==> src/rtl/isp_exposure_stats.sv <==
// Per-frame luminance statistics and auto-exposure stepping on a corrected 8-bit pixel stream.
// Define ISP_EXPOSURE_SAT_EN to count saturated pixels and double the decrease step on bright frames.
`timescale 1ns / 1ps

module isp_exposure_stats #(
  parameter int unsigned IMG_W    = 32,
  parameter int unsigned IMG_H    = 32,
  parameter int unsigned TARGET   = 128,
  parameter int unsigned HYST     = 8,
  parameter int unsigned STEP     = 4,
  parameter int unsigned EXP_INIT = 64,
  parameter int unsigned EXP_MIN  = 1,
  parameter int unsigned EXP_MAX  = 255
`ifdef ISP_EXPOSURE_SAT_EN
  ,
  parameter int unsigned SAT_THR  = 250
`endif
) (
  input  logic                          clk,
  input  logic                          rst_n,
  input  logic                          in_valid,
  input  logic [7:0]                    in_data,
  input  logic                          in_sof,
  output logic [7:0]                    frame_mean,
  output logic                          mean_valid,
  output logic [7:0]                    exposure,
  output logic                          exp_update,
  output logic                          frame_err,
  output logic [$clog2(IMG_W*IMG_H):0]  sat_count
);

  localparam int unsigned N    = IMG_W * IMG_H;
  localparam int unsigned LogN = $clog2(N);
  localparam int unsigned AccW = 8 + LogN;
  localparam int unsigned SatW = LogN + 1;

  typedef enum logic [0:0] {StIdle, StAccum} state_e;

  state_e          state_q, state_d;
  logic [AccW-1:0] sum_q, sum_d, sum_snap_q, sum_snap_d;
  logic [LogN-1:0] cnt_q, cnt_d;
  logic            snap_valid_q, snap_valid_d;
  logic            frame_err_q, frame_err_d;
  logic [7:0]      frame_mean_q;
  logic            mean_valid_q;
  logic [7:0]      exposure_q, exposure_d;
  logic            exp_update_q;
  logic [9:0]      step_dn;

`ifdef ISP_EXPOSURE_SAT_EN
  logic [SatW-1:0] sat_cnt_q, sat_cnt_d, sat_snap_q, sat_snap_d, sat_count_q;
  logic [SatW-1:0] sat_inc;

  assign sat_inc = SatW'(32'(in_data) >= SAT_THR);
`endif

  // Accumulate FSM: a frame completes on its Nth pixel; an in_sof mid-frame restarts.
  always_comb begin
    state_d      = state_q;
    sum_d        = sum_q;
    cnt_d        = cnt_q;
    sum_snap_d   = sum_snap_q;
    snap_valid_d = 1'b0;
    frame_err_d  = 1'b0;
`ifdef ISP_EXPOSURE_SAT_EN
    sat_cnt_d    = sat_cnt_q;
    sat_snap_d   = sat_snap_q;
`endif
    case (state_q)
      StIdle: begin
        if (in_valid && in_sof) begin
          sum_d   = AccW'(in_data);
          cnt_d   = LogN'(1);
          state_d = StAccum;
`ifdef ISP_EXPOSURE_SAT_EN
          sat_cnt_d = sat_inc;
`endif
        end
      end
      StAccum: begin
        if (in_valid) begin
          if (in_sof) begin
            frame_err_d = 1'b1;
            sum_d       = AccW'(in_data);
            cnt_d       = LogN'(1);
`ifdef ISP_EXPOSURE_SAT_EN
            sat_cnt_d   = sat_inc;
`endif
          end else if (cnt_q == LogN'(N - 1)) begin
            sum_snap_d   = sum_q + AccW'(in_data);
            snap_valid_d = 1'b1;
            sum_d        = '0;
            cnt_d        = '0;
            state_d      = StIdle;
`ifdef ISP_EXPOSURE_SAT_EN
            sat_snap_d   = sat_cnt_q + sat_inc;
            sat_cnt_d    = '0;
`endif
          end else begin
            sum_d = sum_q + AccW'(in_data);
            cnt_d = cnt_q + 1'b1;
`ifdef ISP_EXPOSURE_SAT_EN
            sat_cnt_d = sat_cnt_q + sat_inc;
`endif
          end
        end
      end
      default: state_d = StIdle;
    endcase
  end

  // Rounded mean; the shift leaves at most 9 bits, the top one only on overflow.
  logic [AccW:0] mean_round;
  logic [8:0]    mean_shift;
  logic [7:0]    mean_sat;

  assign mean_round = {1'b0, sum_snap_q} + (AccW + 1)'(N / 2);
  assign mean_shift = 9'(mean_round >> LogN);
  assign mean_sat   = mean_shift[8] ? 8'hFF : mean_shift[7:0];

  // Signed 10-bit step arithmetic so clamping never sees a wrapped value.
  logic signed [9:0] exp_up, exp_dn;

  assign exp_up = $signed({2'b00, exposure_q}) + $signed(10'(STEP));
  assign exp_dn = $signed({2'b00, exposure_q}) - $signed(step_dn);

  always_comb begin
    exposure_d = exposure_q;
    if (int'(frame_mean_q) < int'(TARGET) - int'(HYST)) begin
      exposure_d = (exp_up > $signed(10'(EXP_MAX))) ? 8'(EXP_MAX) : exp_up[7:0];
    end else if (int'(frame_mean_q) > int'(TARGET) + int'(HYST)) begin
      exposure_d = (exp_dn < $signed(10'(EXP_MIN))) ? 8'(EXP_MIN) : exp_dn[7:0];
    end
  end

  always_ff @(posedge clk or negedge rst_n) begin
    if (!rst_n) begin
      state_q      <= StIdle;
      sum_q        <= '0;
      cnt_q        <= '0;
      sum_snap_q   <= '0;
      snap_valid_q <= 1'b0;
      frame_err_q  <= 1'b0;
      frame_mean_q <= '0;
      mean_valid_q <= 1'b0;
      exposure_q   <= 8'(EXP_INIT);
      exp_update_q <= 1'b0;
    end else begin
      state_q      <= state_d;
      sum_q        <= sum_d;
      cnt_q        <= cnt_d;
      sum_snap_q   <= sum_snap_d;
      snap_valid_q <= snap_valid_d;
      frame_err_q  <= frame_err_d;
      mean_valid_q <= snap_valid_q;
      exp_update_q <= mean_valid_q;
      if (snap_valid_q) frame_mean_q <= mean_sat;
      if (mean_valid_q) exposure_q <= exposure_d;
    end
  end

`ifdef ISP_EXPOSURE_SAT_EN
  always_ff @(posedge clk or negedge rst_n) begin
    if (!rst_n) begin
      sat_cnt_q   <= '0;
      sat_snap_q  <= '0;
      sat_count_q <= '0;
    end else begin
      sat_cnt_q  <= sat_cnt_d;
      sat_snap_q <= sat_snap_d;
      if (snap_valid_q) sat_count_q <= sat_snap_q;
    end
  end

  assign step_dn   = (sat_count_q > SatW'(N / 16)) ? 10'(2 * STEP) : 10'(STEP);
  assign sat_count = sat_count_q;
`else
  assign step_dn   = 10'(STEP);
  assign sat_count = '0;
`endif

  assign frame_mean = frame_mean_q;
  assign mean_valid = mean_valid_q;
  assign exposure   = exposure_q;
  assign exp_update = exp_update_q;
  assign frame_err  = frame_err_q;

endmodule
==> config.mk <==
export PLATFORM = sky130hd
export DESIGN_NAME = isp_exposure_stats
export DESIGN_NICKNAME = d
export VERILOG_FILES = /design/src/rtl/isp_exposure_stats.sv
export SDC_FILE = /design/constraint.sdc
export NUM_CORES = 1
export LEC_CHECK = 0
export ABC_AREA = 0
export BUFFER_PORTS_ARGS = -buffer_cell sky130_fd_sc_hd__buf_2
export CAP_MARGIN = 20
export CORE_MARGIN = 5
export CORE_UTILIZATION = 59
export DETAILED_ROUTE_END_ITERATION = 16
export HOLD_SLACK_MARGIN = 0.05
export PLACE_DENSITY = 0.86
export SLEW_MARGIN = 20
export SYNTH_ARGS = -nofsm -noshare
export SYNTH_HDL_FRONTEND = slang
export SYNTH_SLANG_ARGS = --single-unit
==> constraint.sdc <==
create_clock -name clk -period 2.22 [get_ports clk]
set_input_delay 0.444 -clock clk [delete_from_list [all_inputs] [get_ports clk]]
set_output_delay 0.444 -clock clk [all_outputs]
set_load 0.01 [all_outputs]
==> flow_summary.yaml <==
critical_path:
  r2r.worst_path.cells: 9
  crit_arrival_ns: 2.39
  critPathRequiredTime_ns: 2.49
  r2r_end: "sum_q[10]"
  endpoint: "sum_q[10]"
  crit_path_end_kind: "flip-flop"
  crit_path_max_fanout: 8
  start_kind: "flip-flop"
  r2r-start: "sum_q[0]"
  criticalPathCategory: "reg -> reg"
  crit_path_start: "sum_q[0]"
  rrSetupSlack_ns: 0.1
global_route:
  grt_use_total_pct: 22.0
  grt_max_degree: 31
  grt_pass1_vias: 3000
  grt_antenna_before_repair: 0
  grt_pass1_wl_mm: 13.7
  grt_overflow: 0
sta:
  tightest_slew_ns: 0.669
  skew_ns: 0.00982
  tns_ns: 0
  fmax_ghz: 0.472
  drv_slew: 0
  setup_viol: 0
  timing.final.hold_violations: 0
  max_slew_margin_pct: 55.4
  post-route-period-util_pct: 95.5
  finalCriticalPeriod_ns: 2.12
detailed_routing:
  wl_per_cell_um: 15.6
  vias: 3188
  drc: 0
  via_per_inst: 6.13
  final_antenna_net_count: 0
  wl_mm: 8.14
  drt_pre_antenna_iters: 5
  dr.first_iter.drc_count: 196
flow_run:
  cap_viol_max_count: 0
logic_synthesis:
  postSynthCellCount: 406
  async_flop_share_pct: 100
  synth_ff_type: "dfrtp_1"
  synth_cell_types: 75
  synth_most_common_cell: "dfrtp_1"
  synth_commonest_cells: "57 x dfrtp_1, 36 x nand2_1, 30 x nor2_1, 30 x o21ai_0, 24 x a21oi_1"
  yosysWarnings: 0
  syn_area_sq_mm: 0.00369
  yosys.area.top_type_share_pct: 38.7
  ys_seq_elements: 58
  avgSynthCellArea_sq_um: 9.08
  synth.mux.area_fraction_pct: 0.848
  synth_compound_gate_area_share_pct: 24.8
  yosys.area_share.adder_pct: 4.95
  synth_area_leaders: "dfrtp_1 39%, ha_1 4.4%, o21ai_0 4.1%, nand2_1 3.7%, a21oi_1 3.3%"
  synth_simple_gate_area_share_pct: 19.5
  ys_seq_area_share_pct: 39.4
  synth_xor_area_share_pct: 3.80
  synth_edf_count: 0
  synth_top_cell_by_area: "dfrtp_1"
  synth_top_family_by_area: "compound AO/OA/AOI/OAI gates"
die:
  initial_core_util_pct: 61.5
  fp.dieW_um: 89.1
  core_sq_mm: 0.00599
  dieHeight_um: 89.1
  row_count: 28
  dieArea_sq_mm: 0.00793
  io_pins: 42
pwr:
  p_leak_uw: 0.00185
  peakVddDrop_mv: 0.472
  powerDensity_mw_per_mm2: 654
layout:
  antenna_cells: 0
  syn2layout_area_growth_pct: 11.5
  fin_cells: 520
  nNetsFinal: 467
  drive_above_1_share_pct: 17.8
place:
  post-dp-hpwl_mm: 5.80
  placed_cells: 504
  gp_congestion: 0.903
  portBuffers: 30
clock_tree:
  cts_tree: "done"
  clock_path_buffers: 2
  ctsHoldBuffers: 0
  clockRootBuffer: "clkbuf_8"
  htreeDepth: 3
  cts_buffers: 9
  clk_pin_slew_ns: 0.07
  worstSkewPairLatency_ns: 0.35
  clock-sinks: 58
min_path:
  holdCritPathClass: "in -> async"
run_status:
  status: "finished, final reports clean"
## how the worst min path moves through the flow
stage	from	to	slack, ns	cells past startpoint
after floorplan	rst_n	cnt_q[0]	0.15	0
after global placement	mean_valid	exp_update	0.38	0
after detailed placement	mean_valid	exp_update	0.38	0
after CTS	rst_n	sum_q[13]	0.15	1
after global routing	rst_n	exp_update	0.20	1
final	rst_n	sum_snap_q[14]	0.13	1
## critical path, stage by stage (launching register included)
cell and delay [ns]:
dfrtp_1 0.35, ha_2 0.19, inv_1 0.05, fa_1 0.38, nand2b_4 0.16, a21oi_2 0.13, buf_6 0.15, o2111ai_4 0.15
or3_1 0.40, o21ai_0 0.08
## registers in the layout (all words and copies together), names as in the netlist
register,flops
cnt_q,10
exp_update,1
exposure,8
frame_err,1
frame_mean,8
mean_valid,1
snap_valid_q,1
state_q,1
sum_q,18
sum_snap_q,9
## kinds of logic after synthesis
logic type | Yosys count
and+or+nand+nor | 136
AOI/OAI and AO/OA | 132
DFF | 58
buffers and inverters | 46
xor gates and xnor gates | 16
adders and majority gates | 14
muxes | 3
other | 1
## routing by layer
layer / wire, um / global-route usage (%) / part of all wire [%] / vias to the layer above
met5: 0 / 0 / 0 / -
met4: 144 / 10.0 / 1.8 / 0
met3: 587 / 3.32 / 7.2 / 19
met2: 3950 / 37.0 / 49 / 123
met1: 3460 / 28.2 / 42 / 1509
li1: - / - / - / 1537
## report_power, final
part	internal, uW	switching, uW
Sequential	1110	51.2
Combinational	207	340
Clock	538	445
## cell usage in the layout (no fill, tap or decap), types with 4 or more instances in the layout
cell	Yosys	layout
o21ai_0	30	30
o21ai_1	15	15
o31ai_1	6	6
nand3_1	12	12
dfrtp_1	57	57
and3_1	13	13
a32oi_1	4	4
nor2b_1	4	4
xnor2_1	10	10
xor2_1	6	6
conb_1	1	11
a31oi_1	7	7
a21o_1	4	4
nor3_1	5	5
nand2_1	36	36
ha_1	13	12
or3_1	6	6
a21oi_1	24	23
nor2_1	30	30
clkbuf_8	0	10
a22o_1	4	4
buf_2	9	30
nand2b_1	7	6
inv_1	19	19
buf_4	12	9
## final cells by class
cell class                      instances  area, sq um
Clock buffer                           10          138
Clock inverter                          5         55.1
Fill cell                             465         1880
Inverter                               19         71.3
Multi-Input combinational cell        312         2050
Sequential cell                        58         1450
Tap cell                               75         93.8
Timing Repair Buffer                   41          249
## repair_timing
item | 4_1_cts | 5_1_grt
setup endpoints to repair | 0 | 4
buffers inserted | 0 | 1
endpoints found under the hold margin | 0 | 0
resized for setup | 0 | 5
## per-stage QoR
step	hold slack, ns	instance area [sq um]	util (%)	setup slack [ns]	total power [uW]
after floorplan	0.148	3720	-	0.0967	1550
after global placement	0.376	3880	64.8	0.0223	1660
after detailed placement	0.379	3880	64.8	-0.0880	1690
after CTS	0.147	4080	68.0	0.0982	2670
after global routing	0.196	4110	68.7	-0.00941	2810
final	0.130	4110	68.7	0.0994	2690
(Power assumes the default switching activity.)
